--- src/rtl/regfile_wb_arbiter.sv ---
// Register-file write-port arbiter: the ALU result stream has strict priority,
// load results queue in an in-order FIFO, and a scoreboard reports pending writes.
module regfile_wb_arbiter #(
    parameter int XLEN  = 32,
    parameter int AW    = 5,
    parameter int DEPTH = 2
) (
    input  logic                     clk,
    input  logic                     rst,
    input  logic                     alu_valid,
    input  logic [AW-1:0]            alu_rd,
    input  logic [XLEN-1:0]          alu_data,
    input  logic                     lsu_valid,
    output logic                     lsu_ready,
    input  logic [AW-1:0]            lsu_rd,
    input  logic [XLEN-1:0]          lsu_data,
    output logic                     we,
    output logic [AW-1:0]            waddr,
    output logic [XLEN-1:0]          wdata,
    input  logic [AW-1:0]            chk_addr1,
    input  logic [AW-1:0]            chk_addr2,
    output logic                     chk_busy1,
    output logic                     chk_busy2,
    output logic [$clog2(DEPTH):0]   fifo_count
);
    localparam int PW = $clog2(DEPTH);
    localparam int CW = PW + 1;

    logic [AW-1:0]   rd_q   [DEPTH];
    logic [AW-1:0]   rd_d   [DEPTH];
    logic [XLEN-1:0] data_q [DEPTH];
    logic [XLEN-1:0] data_d [DEPTH];
    logic [DEPTH-1:0] live_q, live_d;
    logic [PW-1:0]   head_q, head_d, tail_q, tail_d;
    logic [CW-1:0]   count_q, count_d;
    logic            we_q, we_d;
    logic [AW-1:0]   waddr_q, waddr_d;
    logic [XLEN-1:0] wdata_q, wdata_d;

    logic alu_req, push, pop;
    logic hit1, hit2;

    // lsu_valid/lsu_ready: a transfer occurs on every rising edge where both are
    // high; lsu_ready depends only on registered state (and rst), never on lsu_valid.
    assign lsu_ready  = !rst && (count_q < CW'(DEPTH));
    assign we         = we_q;
    assign waddr      = waddr_q;
    assign wdata      = wdata_q;
    assign fifo_count = count_q;

    always_comb begin
        alu_req = alu_valid && (alu_rd != '0);
        push    = lsu_valid && lsu_ready && (lsu_rd != '0);
        pop     = !alu_req && (count_q != '0);

        we_d    = 1'b0;
        waddr_d = waddr_q;
        wdata_d = wdata_q;
        if (alu_req) begin
            we_d    = 1'b1;
            waddr_d = alu_rd;
            wdata_d = alu_data;
        end else if (pop && live_q[head_q]) begin
            we_d    = 1'b1;
            waddr_d = rd_q[head_q];
            wdata_d = data_q[head_q];
        end

        // Kill precedes the tail write so a same-cycle enqueue (younger) stays live.
        for (int i = 0; i < DEPTH; i++) begin
            rd_d[i]   = rd_q[i];
            data_d[i] = data_q[i];
            live_d[i] = live_q[i];
            if (alu_req && (rd_q[i] == alu_rd)) live_d[i] = 1'b0;
            if (pop && (PW'(i) == head_q))      live_d[i] = 1'b0;
            if (push && (PW'(i) == tail_q)) begin
                rd_d[i]   = lsu_rd;
                data_d[i] = lsu_data;
                live_d[i] = 1'b1;
            end
        end

        head_d  = pop  ? head_q + PW'(1) : head_q;
        tail_d  = push ? tail_q + PW'(1) : tail_q;
        count_d = count_q;
        if (push && !pop)      count_d = count_q + CW'(1);
        else if (!push && pop) count_d = count_q - CW'(1);
    end

    always_comb begin
        hit1 = 1'b0;
        hit2 = 1'b0;
        for (int i = 0; i < DEPTH; i++) begin
            if (live_q[i] && (rd_q[i] == chk_addr1)) hit1 = 1'b1;
            if (live_q[i] && (rd_q[i] == chk_addr2)) hit2 = 1'b1;
        end
        chk_busy1 = (chk_addr1 != '0) && (hit1 || (we_q && (waddr_q == chk_addr1)));
        chk_busy2 = (chk_addr2 != '0) && (hit2 || (we_q && (waddr_q == chk_addr2)));
    end

    always_ff @(posedge clk) begin
        if (rst) begin
            for (int i = 0; i < DEPTH; i++) begin
                rd_q[i]   <= '0;
                data_q[i] <= '0;
            end
            live_q  <= '0;
            head_q  <= '0;
            tail_q  <= '0;
            count_q <= '0;
            we_q    <= 1'b0;
            waddr_q <= '0;
            wdata_q <= '0;
        end else begin
            for (int i = 0; i < DEPTH; i++) begin
                rd_q[i]   <= rd_d[i];
                data_q[i] <= data_d[i];
            end
            live_q  <= live_d;
            head_q  <= head_d;
            tail_q  <= tail_d;
            count_q <= count_d;
            we_q    <= we_d;
            waddr_q <= waddr_d;
            wdata_q <= wdata_d;
        end
    end
endmodule
--- config.mk ---
export PLATFORM = sky130hd
export DESIGN_NAME = regfile_wb_arbiter
export DESIGN_NICKNAME = d
export VERILOG_FILES = /design/src/rtl/regfile_wb_arbiter.sv
export SDC_FILE = /design/constraint.sdc
export NUM_CORES = 1
export LEC_CHECK = 0
export BUFFER_PORTS_ARGS = -buffer_cell sky130_fd_sc_hd__buf_2
export CAP_MARGIN = 10
export CORE_MARGIN = 4
export CORE_UTILIZATION = 45
export DETAILED_ROUTE_END_ITERATION = 8
export HOLD_SLACK_MARGIN = 0.15
export PLACE_DENSITY = 0.67
export SLEW_MARGIN = 25
export SYNTH_ARGS = -nofsm -noshare
export SYNTH_HDL_FRONTEND = slang
export SYNTH_SLANG_ARGS = --single-unit
--- constraint.sdc ---
create_clock -name clk -period 3.95 [get_ports clk]
set_clock_uncertainty 0.15 [all_clocks]
set_input_delay 0.5925 -clock clk [delete_from_list [all_inputs] [get_ports clk]]
set_output_delay 0.5925 -clock clk [all_outputs]
set_load 0.02 [all_outputs]
======== Yosys cells after proc, flatten, opt, wreduce, memory -nomap -nowiden ========
Memory sizes are Yosys's and may differ from the RTL's. A register that Yosys moved wholly into a read port is not among the register bits.
Cells that the tools add are included.
operators by class
  magnitude comparators ................... 2
  equality and inequality tests ........... 10
  reductions and logical operators ........ 39
  add/sub/neg operators ................... 4
  muxes and demuxes ....................... 35
  bitwise operators ....................... 6
operator list
  operator                                                     count
  two-way mux 32 bit                                           6
  == test 5 bit                                                8
  two-way mux 5 bit                                            6
  logical AND 1 bit                                            22
  two-way mux 1 bit                                            21
  nonzero test 5 bit                                           4
  nonzero test 2 bit                                           3
  nonzero test 3 bit                                           2
  zero test 1 bit                                              4
  two-way mux 2 bit                                            2
  bitwise OR 1 bit                                             4
  AND reduction 2 bit                                          2
  adder 1 bit (second input constant)                          2
  adder 2 x 1 -> 2 bit (second input constant)                 1
  logical OR 1 bit                                             2
  less-than comparator 1 x 2 -> 1 bit (second input constant)  1
  less-than comparator 2 bit (second input constant)           1
  != test 1 bit (second input constant)                        2
  NOT 1 bit                                                    2
  subtractor 2 x 1 -> 2 bit (second input constant)            1
word-level totals
  bits in writable memories ............... 74
  output and inout bits ................... 43
  word-level logic and storage cells ...... 106
  register bits after elaboration ......... 44
  memories kept ........................... 2
  bits of input ports ..................... 88
memory list
  memory  words  bits a word  read ports  clocked after memory_dff  write ports  line  source
  data_q  2      32           1           1                         2            31    logic [XLEN-1:0] data_q [DEPTH];
  rd_q    2      5            3           1                         2            29    logic [AW-1:0] rd_q [DEPTH];

======== Logic depth before layout (Yosys ltp) ========
Gate-level depths: netlist of run 1.
  depth in word-level cells ............... 8
  mapped depth ............................ 8

======== Least setup slack after synthesis of run 1 ========
No wires, ideal clock.
  kind .................................... input to register
  start ................................... input lsu_rd[0]
  end ..................................... memory data_q[0][0] (enable)
  slack ................................... 1215 ps
  arrival ................................. 2102 ps
  stages on the path ...................... 3
  buffers on the path ..................... 0
  path through ............................ or4_1 o21ai_2 nand2b_1
RTL lines
  item                line  source
  start: declaration  15    input logic [AW-1:0] lsu_rd,
  end: declaration    31

==> results of run 1 <==
stage by stage:
stage               total power, mW  instance area [um^2]  util (%)  setup WS [ns]
floorplan                      2.08                  5480         -           1.22
global placement               2.30                  6240      52.2           1.09
detailed placement             2.31                  6240      52.2           1.04
CTS                            3.93                  6870      57.4           1.34
global route                   4.08                  6870      57.4           1.20
finish                         3.90                  6870      57.4           1.38
power groups by stage:
stage | combinational (mW) | clock, mW | sequential (mW)
CTS | 0.689 | 1.64 | 1.61
global placement | 0.673 | 0 | 1.62
global route | 0.746 | 1.71 | 1.62
detailed placement | 0.683 | 0 | 1.63
finish | 0.679 | 1.62 | 1.60
floorplan | 0.483 | 0 | 1.60
placed cells by master (no fill, tap or decap), types with 5 or more instances in the layout:
| cell type | Yosys | layout |
|---|---|---|
| xor2_1 | 30 | 30 |
| xnor2_1 | 12 | 12 |
| o22ai_1 | 33 | 33 |
| a21oi_1 | 13 | 13 |
| nor4_1 | 6 | 6 |
| mux2i_1 | 42 | 42 |
| dfxtp_1 | 55 | 54 |
| o21ai_0 | 5 | 5 |
| edfxtp_1 | 64 | 64 |
| nand2b_1 | 36 | 33 |
| mux2_2 | 37 | 37 |
| nor2_1 | 13 | 12 |
| and2_1 | 34 | 34 |
| nand2_1 | 13 | 13 |
| clkbuf_16 | 0 | 17 |
| buf_2 | 5 | 130 |
routing by layer:
layer,global-route usage [%],vias to the layer above,part of all wire [%]
li1,-,1895,-
met1,23.2,1858,44
met2,32.0,105,49
met3,5.17,24,5.3
met4,7.97,0,2.1
met5,0,-,0
path summary, 6_finish.rpt:
| check | end | slack (ns) | cells after the start |
|---|---|---|---|
| hold / removal | wdata[5] | 0.29 | 3 |
| setup / recovery | chk_busy2 | 1.38 | 5 |
| hold reg to reg | tail_q | 0.36 | 2 |
| setup reg to reg | data_q[0][28] | 1.41 | 3 |
state kept, by name, indices dropped and copies added (netlist names), named ones only:
name        flops
fifo_count      2
tail_q          1
rd_q           10
we              1
head_q          1
waddr           5
live_q          2
wdata          32
data_q         64
cell type report:
cell class	instances	area [um^2]	area share, %
clock buffers	22	474	6.91
clock inverters	10	149	2.17
inverters	3	11.3	0.164
multi-input cells	304	2340	34.1
flip-flops and latches	119	3020	44.0
well taps	147	184	2.68
repair buffers	134	681	9.91
worst register-to-register path: stages (launching register included):
cell	delay (ns)
dfxtp_1	0.38
nor4b_1	0.65
o21ai_2	0.28
nand2b_2	0.69
logic make-up after synthesis:
group,after synthesis
multiplexers,80
adder cells (fa/ha/maj),3
flip-flops,119
AO/OA/AOI/OAI,60
XOR/XNOR,42
AND/OR/NAND/NOR,119
buffers and inverters,27
==> impl_metrics.env, run 1 <==
export IMPL_status="completed"
export IMPL_cpPeakStageDelay_ns=0.48
export IMPL_rr_startpoint="fifo_count[1]"
export IMPL_vias_per_cell=5.25
export IMPL_fin_tns_setup_ns=0
export IMPL_syn_nets=541
export IMPL_maxSlewViolCount=0
export IMPL_critical_path_max_fanout=5
export IMPL_cts_max_level=4
export IMPL_synth_compound_area_share_pct=6.94
export IMPL_power_internal_mw=2.90
export IMPL_arrival_ns=1.82
export IMPL_startpoint="rd_q[1][2]"
export IMPL_fmax_ghz=0.390
export IMPL_ant_nets=0
export IMPL_synthAdderAreaFrac_pct=0.685
export IMPL_die_h_um=118
export IMPL_synth_top_area_cell="edfxtp_1"
export IMPL_route_detailed_drc=0
export IMPL_row_count=40
export IMPL_post_cts_buffers=0
export IMPL_synthTopCellsByArea="edfxtp_1 35%, dfxtp_1 20%, mux2i_1 7.7%"
export IMPL_critPathBufInv=1
export IMPL_final_nets=670
export IMPL_syn_inst=450
export IMPL_clkPwrFrac_pct=41.5
export IMPL_required_ns=3.21
export IMPL_critPathTopFamily="flip-flops"
export IMPL_wirelength_um=12800
export IMPL_drt_iter0_drc=139
export IMPL_dp_hpwl_um=8480
export IMPL_synth_simple_area_share_pct=12.7
export IMPL_yosys_warnings=0
export IMPL_grt_usage_pct=19.1
export IMPL_drt_pass1_iterations=4
export IMPL_power_density_nw_per_um2=568
export IMPL_gp_congestion=0.792
export IMPL_power_switching_uw=999
export IMPL_syn_area_um2=5480
export IMPL_diodes=0
export IMPL_final_hold_viol_count=0
export IMPL_clk_pin_slew_ns=0.05
export IMPL_cts_buffer_depth=2
export IMPL_cp_start_kind="register"
export IMPL_p_seq_share_pct=41.1
export IMPL_cp_cell_sequence="xor2_1 -> nor4_1 -> a32oi_1 -> a21oi_1 -> buf_2"
export IMPL_synth_edff_count=64
export IMPL_chipWidth_um=118
export IMPL_fin_cells=739
export IMPL_nFillCells=1018
export IMPL_synth_top_family_by_area="multiplexers"
export IMPL_synth_common_cells="64 x edfxtp_1, 55 x dfxtp_1, 42 x mux2i_1, 37 x mux2_2, 36 x nand2b_1"
export IMPL_maxCapViolCount=0
export IMPL_async_reset_ff_share_pct=0
export IMPL_synth_seq_area_share_pct=55.1
export IMPL_cts_root_buf="clkbuf_16"
export IMPL_power_leakage_nw=2.82
export IMPL_post_place_cells=707
export IMPL_synth_mux_area_share_pct=15.5
export IMPL_cp_end_kind="output port"
export IMPL_min_period_ns=2.57
export IMPL_grt_pass1_wl_um=20900
export IMPL_peakVddDrop_mv=0.262
export IMPL_antenna_found_initial=0
export IMPL_drive_gt1_share_pct=35.0
export IMPL_holdCritPathClass="input port to register"
export IMPL_grt_pass1_vias=4087
export IMPL_coreArea_um2=12000
export IMPL_initial_core_util_pct=45.8
export IMPL_share_comb_of_total_power_pct=17.4
export IMPL_synthXorXnorAreaFrac_pct=6.71
export IMPL_crit_type="register to output port"
export IMPL_synth_top_area_share_pct=35.1
export IMPL_ctsResizeCount=0
export IMPL_slowest_stage="dfxtp_1"
export IMPL_vias=3882
export IMPL_synthDistinctLibCells=34
export IMPL_syn2layout_area_growth_pct=25.3
export IMPL_cts_hold_buffers=0
export IMPL_timing_slew_headroom_pct=39.1
export IMPL_timing_hold_ws_ns=0.294
export IMPL_ys_flop_type="edfxtp_1"
export IMPL_clkLatencyLatePin_ns=0.41
export IMPL_hold_path_startpoint="alu_data[5]"
export IMPL_yosys_register_bits=119
export IMPL_rsz0062_at_grt="false"
export IMPL_syn_area_per_cell_um2=12.2
export IMPL_cts_tree="built"
export IMPL_overflow=0
export IMPL_tightest_slew_ns=0.913
export IMPL_ios=131
export IMPL_cts_buffers=17
export IMPL_clkSinkCount=119
export IMPL_die_area_um2=14000
export IMPL_grt_max_degree=54
export IMPL_swShare_pct=25.6
export IMPL_post_route_period_util_pct=65.0
export IMPL_wire_per_inst_um=17.4
export IMPL_report_final_setup_viol=0
export IMPL_io_buffers=130
export IMPL_yosysMostFrequentCell="edfxtp_1"
Power figures use the tool's default switching activity.
==> inputs of run 2 (changes only) <==
Clock period 3.95 ns to 2.4 ns, I/O delays scaled along.
==> impl_metrics.env, run 2 (synthesized netlist as in run 1, its figures left out) <==
export IMPL_post_cts_buffers=0
export IMPL_cts_root_buf="clkbuf_16"
export IMPL_ant_nets=0
export IMPL_rr_worst_depth=5
export IMPL_reg2reg_to="data_q[0][10]"
export IMPL_min_period_ns=2.39
export IMPL_grt_usage_pct=20.0
export IMPL_rr_startpoint="fifo_count[1]"
export IMPL_antenna_found_initial=0
export IMPL_cpPeakStageDelay_ns=0.53
export IMPL_hold_end="waddr[0]"
export IMPL_ios=131
export IMPL_timing_slew_headroom_pct=65.6
export IMPL_die_area_um2=14000
export IMPL_syn2layout_area_growth_pct=41.6
export IMPL_cp_cell_sequence="dlygate4sd3_1 -> buf_2 -> or4_1 -> o211a_1 -> ha_4 -> xor2_1 -> or3_1 -> a21oi_1"
export IMPL_cts_buffers=17
export IMPL_row_count=40
export IMPL_grt_pass1_vias=4431
export IMPL_slowest_stage="dlygate4sd3_1"
export IMPL_post_route_period_util_pct=99.6
export IMPL_chipWidth_um=118
export IMPL_io_buffers=130
export IMPL_peakVddDrop_mv=0.441
export IMPL_reg2reg_slack_ns=0.47
export IMPL_layout_commonest_cell="buf_2"
export IMPL_grt_pass1_wl_um=22300
export IMPL_die_h_um=118
export IMPL_vias_per_cell=5.12
export IMPL_drt_pass1_iterations=5
export IMPL_overflow=0
export IMPL_rsz0062_at_grt="true"
export IMPL_coreArea_um2=12000
export IMPL_clkSinkCount=119
export IMPL_cts_tree="built"
export IMPL_tightest_slew_ns=0.516
export IMPL_holdCritPathClass="input port to register"
export IMPL_dp_hpwl_um=8860
export IMPL_diodes=0
export IMPL_required_ns=2.58
export IMPL_report_final_setup_viol=0
export IMPL_top_usage_layer="met2"
export IMPL_drive_gt1_share_pct=33.5
export IMPL_wire_per_inst_um=16.6
export IMPL_clkLatencyLatePin_ns=0.40
export IMPL_final_hold_viol_count=0
export IMPL_gp_congestion=0.839
export IMPL_cts_buffer_depth=2
export IMPL_met1_usage_pct=23.9
export IMPL_fmax_ghz=0.418
export IMPL_post_place_cells=722
export IMPL_hold_path_startpoint="alu_rd[0]"
export IMPL_finalPower_mw=6.44
export IMPL_cp_start_kind="input port"
export IMPL_power_leakage_nw=3.19
export IMPL_largest_register="data_q"
export IMPL_crit_type="input port to register"
export IMPL_vias=4256
export IMPL_hold_path_cell_count=3
export IMPL_met2_usage_pct=34.9
export IMPL_maxSlewViolCount=0
export IMPL_grt_max_degree=45
export IMPL_power_density_nw_per_um2=830
export IMPL_clk_pin_slew_ns=0.06
export IMPL_utilization_pct=64.9
export IMPL_fin_cells=831
export IMPL_arrival_ns=2.57
export IMPL_status="completed"
export IMPL_final_cell_mix="130 x buf_2, 77 x dlygate4sd3_1, 64 x edfxtp_1"
export IMPL_cp_end_kind="register"
export IMPL_initial_core_util_pct=45.8
export IMPL_critical_path_max_fanout=3
export IMPL_final_nets=762
export IMPL_use_met3_pct=5.36
export IMPL_wirelength_um=13800
export IMPL_drt_iter0_drc=243
export IMPL_maxCapViolCount=0
export IMPL_cts_max_level=4
export IMPL_largest_register_ffs=64
export IMPL_route_detailed_drc=0
-- run 2: cell types whose count changed in the layout (fill, tap and decap cells not counted), sizes merged --
cell         previous run  this run
dlygate4sd3             0        77
buf                   134       149
clkbuf                 22        19
inv                     3         4
clkinvlp                1         5
clkinv                  5         4
bufinv                  4         3
-- run 2: how the worst max path moves through the flow --
stage          startpoint             to  depth (start not counted)
2_1_floorplan   lsu_rd[0]  fifo_count[1]                          6
3_3_place_gp    alu_rd[4]  fifo_count[1]                          7
3_5_place_dp    alu_rd[4]  fifo_count[1]                          7
4_1_cts         lsu_rd[2]  fifo_count[1]                          7
5_1_grt         lsu_rd[2]  fifo_count[1]                          8
6_report        lsu_rd[2]  fifo_count[1]                          8
-- run 2: stage by stage --
step / setup slack, ns / hold WS [ns] / setup TNS, ns / instance area (um^2)
global placement: 0.0815 / 0.317 / 0 / 6380
finish: 0.00953 / 0.178 / 0 / 7760
detailed placement: 0.0833 / 0.333 / 0 / 6380
CTS: 0.0170 / 0.164 / 0 / 7740
global route: -0.0263 / 0.161 / -0.0263 / 7760
floorplan: 0.0229 / 0.308 / 0 / 5490
-- run 2: power by group --
group / total, mW / switching, mW / internal, mW / leakage, nW
clock: 2.50 / 0.878 / 1.62 / 0.273
combinational: 1.36 / 0.668 / 0.694 / 1.80
sequential: 2.58 / 0.166 / 2.42 / 1.12
-- run 2: repair_timing --
item / in CTS / in global routing
endpoints found under the hold margin: 111 / 0
hold buffers: 77 / 0
endpoints found under the setup margin: 0 / 23
gates resized for setup: 0 / 6
-- run 2: final cells by class --
class	instances	area, um^2
Tap cell	147	184
Clock buffer	19	433
Timing Repair Buffer	226	1590
Multi-Input combinational cell	304	2360
Fill cell	898	4200
Sequential cell	119	3030
Inverter	3	11.3
Clock inverter	13	155
-- run 2: per-layer routing --
layer	share of wire, %	vias up
li1	-	2081
met2	50	139
met3	5.6	14
met4	1.3	0
met5	0	-
met1	43	2022
-- run 2: worst max-delay path: cells and delay by family --
kind / cells / cell delay [ns]
buffers and inverters: 2 / 0.66
XOR/XNOR: 1 / 0.14
AND/OR/NAND/NOR: 2 / 0.81
adder cells (fa/ha/maj): 1 / 0.18
AO/OA/AOI/OAI: 2 / 0.42
==> inputs of run 3 (changes only) <==
Settings changed: CORE_ASPECT_RATIO set to 0.7.
==> impl_metrics.env, run 3 (synthesized netlist as in run 1, its figures left out) <==
export IMPL_arrival_ns=2.50
export IMPL_grt_usage_pct=20.6
export IMPL_clkLatencyLatePin_ns=0.40
export IMPL_wirelength_um=14300
export IMPL_overflow=0
export IMPL_met1_usage_pct=26.8
export IMPL_cts_root_buf="clkbuf_16"
export IMPL_route_detailed_drc=0
export IMPL_crit_type="input port to register"
export IMPL_largest_register="data_q"
export IMPL_maxCapViolCount=0
export IMPL_vias_per_cell=5.15
export IMPL_initial_core_util_pct=46.4
export IMPL_cts_max_level=4
export IMPL_nFillCells=946
export IMPL_dp_hpwl_um=9500
export IMPL_required_ns=2.58
export IMPL_power_leakage_nw=3.21
export IMPL_ant_nets=0
export IMPL_wire_per_inst_um=17.1
export IMPL_drive_gt1_share_pct=33.1
export IMPL_antenna_found_initial=0
export IMPL_drt_pass1_iterations=4
export IMPL_vias=4302
export IMPL_status="completed"
export IMPL_syn2layout_area_growth_pct=41.0
export IMPL_use_met3_pct=6.05
export IMPL_fin_tns_setup_ns=0
export IMPL_ios=131
export IMPL_cp_start_kind="input port"
export IMPL_chipWidth_um=140
export IMPL_grt_max_degree=34
export IMPL_rsz0062_at_grt="false"
export IMPL_final_cell_area_um2=7730
export IMPL_critical_path_max_fanout=3
export IMPL_gp_congestion=0.864
export IMPL_post_route_period_util_pct=96.8
export IMPL_fmax_ghz=0.430
export IMPL_drt_iter0_drc=272
export IMPL_grt_pass1_vias=4436
export IMPL_top_usage_layer="met2"
export IMPL_grt_pass1_wl_um=22600
export IMPL_timing_slew_headroom_pct=65.8
export IMPL_holdCritPathClass="input port to register"
export IMPL_coreArea_um2=11800
export IMPL_met2_usage_pct=33.8
export IMPL_die_area_um2=14000
export IMPL_cts_buffer_depth=2
export IMPL_report_final_setup_viol=0
export IMPL_min_period_ns=2.32
export IMPL_clk_pin_slew_ns=0.05
export IMPL_tightest_slew_ns=0.512
export IMPL_final_nets=757
export IMPL_cts_buffers=17
export IMPL_power_density_nw_per_um2=843
export IMPL_largest_register_ffs=64
export IMPL_diodes=0
export IMPL_die_h_um=100
export IMPL_dpl_instance_area_um2=6390
export IMPL_maxSlewViolCount=0
export IMPL_clkSinkCount=119
export IMPL_cp_end_kind="register"
export IMPL_peakVddDrop_mv=0.491
export IMPL_row_count=33
export IMPL_cts_tree="built"
export IMPL_final_cell_mix="129 x buf_2, 71 x dlygate4sd3_1, 64 x edfxtp_1"
export IMPL_layout_commonest_cell="buf_2"
export IMPL_io_buffers=130
export IMPL_final_hold_viol_count=0
run 3: changes by cell type in the layout (fill, tap and decap cells not counted), sizes merged:
cell / previous run / this run
dlygate4sd3: 77 / 71
clkinvlp: 5 / 0
clkbuf: 19 / 22
clkinv: 4 / 6
bufinv: 3 / 4
dlymetal6s4s: 0 / 1
inv: 4 / 3
run 3: final timing paths:
kind                               startpoint             to  slack, ns  cells past startpoint
worst max-delay path                lsu_rd[2]  fifo_count[1]       0.08                      7
worst min-delay path             lsu_data[21]  data_q[1][21]       0.17                      2
worst max register to register  fifo_count[1]  data_q[0][24]       0.38                      4
worst min register to register         tail_q         tail_q       0.35                      2
run 3: per-stage QoR:
step / util, % / hold slack, ns / setup WS, ns / instances / power [mW]
after global placement: 54.1 / 0.326 / 0.0826 / 733 / 3.84
after global routing: 65.4 / 0.169 / 0.00605 / 836 / 6.80
after detailed placement: 54.1 / 0.346 / 0.0299 / 733 / 3.86
final: 65.4 / 0.166 / 0.0760 / 836 / 6.51
after floorplan: - / 0.308 / 0.0229 / 450 / 3.43
after CTS: 65.3 / 0.157 / 0.0277 / 837 / 6.55
run 3: worst max-delay path, stage by stage:
cell and delay (ns):
dlygate4sd3_1 0.58, or4_4 0.49, o211a_1 0.26, ha_2 0.19
xor2_2 0.15, or3_1 0.35, a21oi_1 0.12
run 3: metal layers:
| layer | up-vias | part of all wire (%) |
|---|---|---|
| met5 | - | 0 |
| met1 | 2091 | 46 |
| met3 | 12 | 6.4 |
| met2 | 136 | 47 |
| li1 | 2063 | - |
| met4 | 0 | 0.76 |
run 3: where the power goes:
group	leakage [nW]	internal (mW)	total [mW]	switching [mW]
Sequential	1.12	2.42	2.59	0.171
Clock	0.297	1.75	2.59	0.835
Combinational	1.79	0.674	1.34	0.663
run 3: layout make-up:
class / count / area (um^2) / share of cell area [%]
sequential: 119 / 3030 / 39.2
multi-input combinational: 304 / 2360 / 30.5
timing repair buffer: 221 / 1530 / 19.8
clock buffer: 22 / 454 / 5.88
tap: 157 / 196 / 2.54
clock inverter: 10 / 151 / 1.96
inverter: 3 / 11.3 / 0.146
run 3: timing repair:
item | in CTS | in global routing
setup buffers | 0 | 0
resized for setup | 0 | 5
setup endpoints to repair | 0 | 3
hold endpoints to repair | 106 | 0
hold buffers | 72 | 0
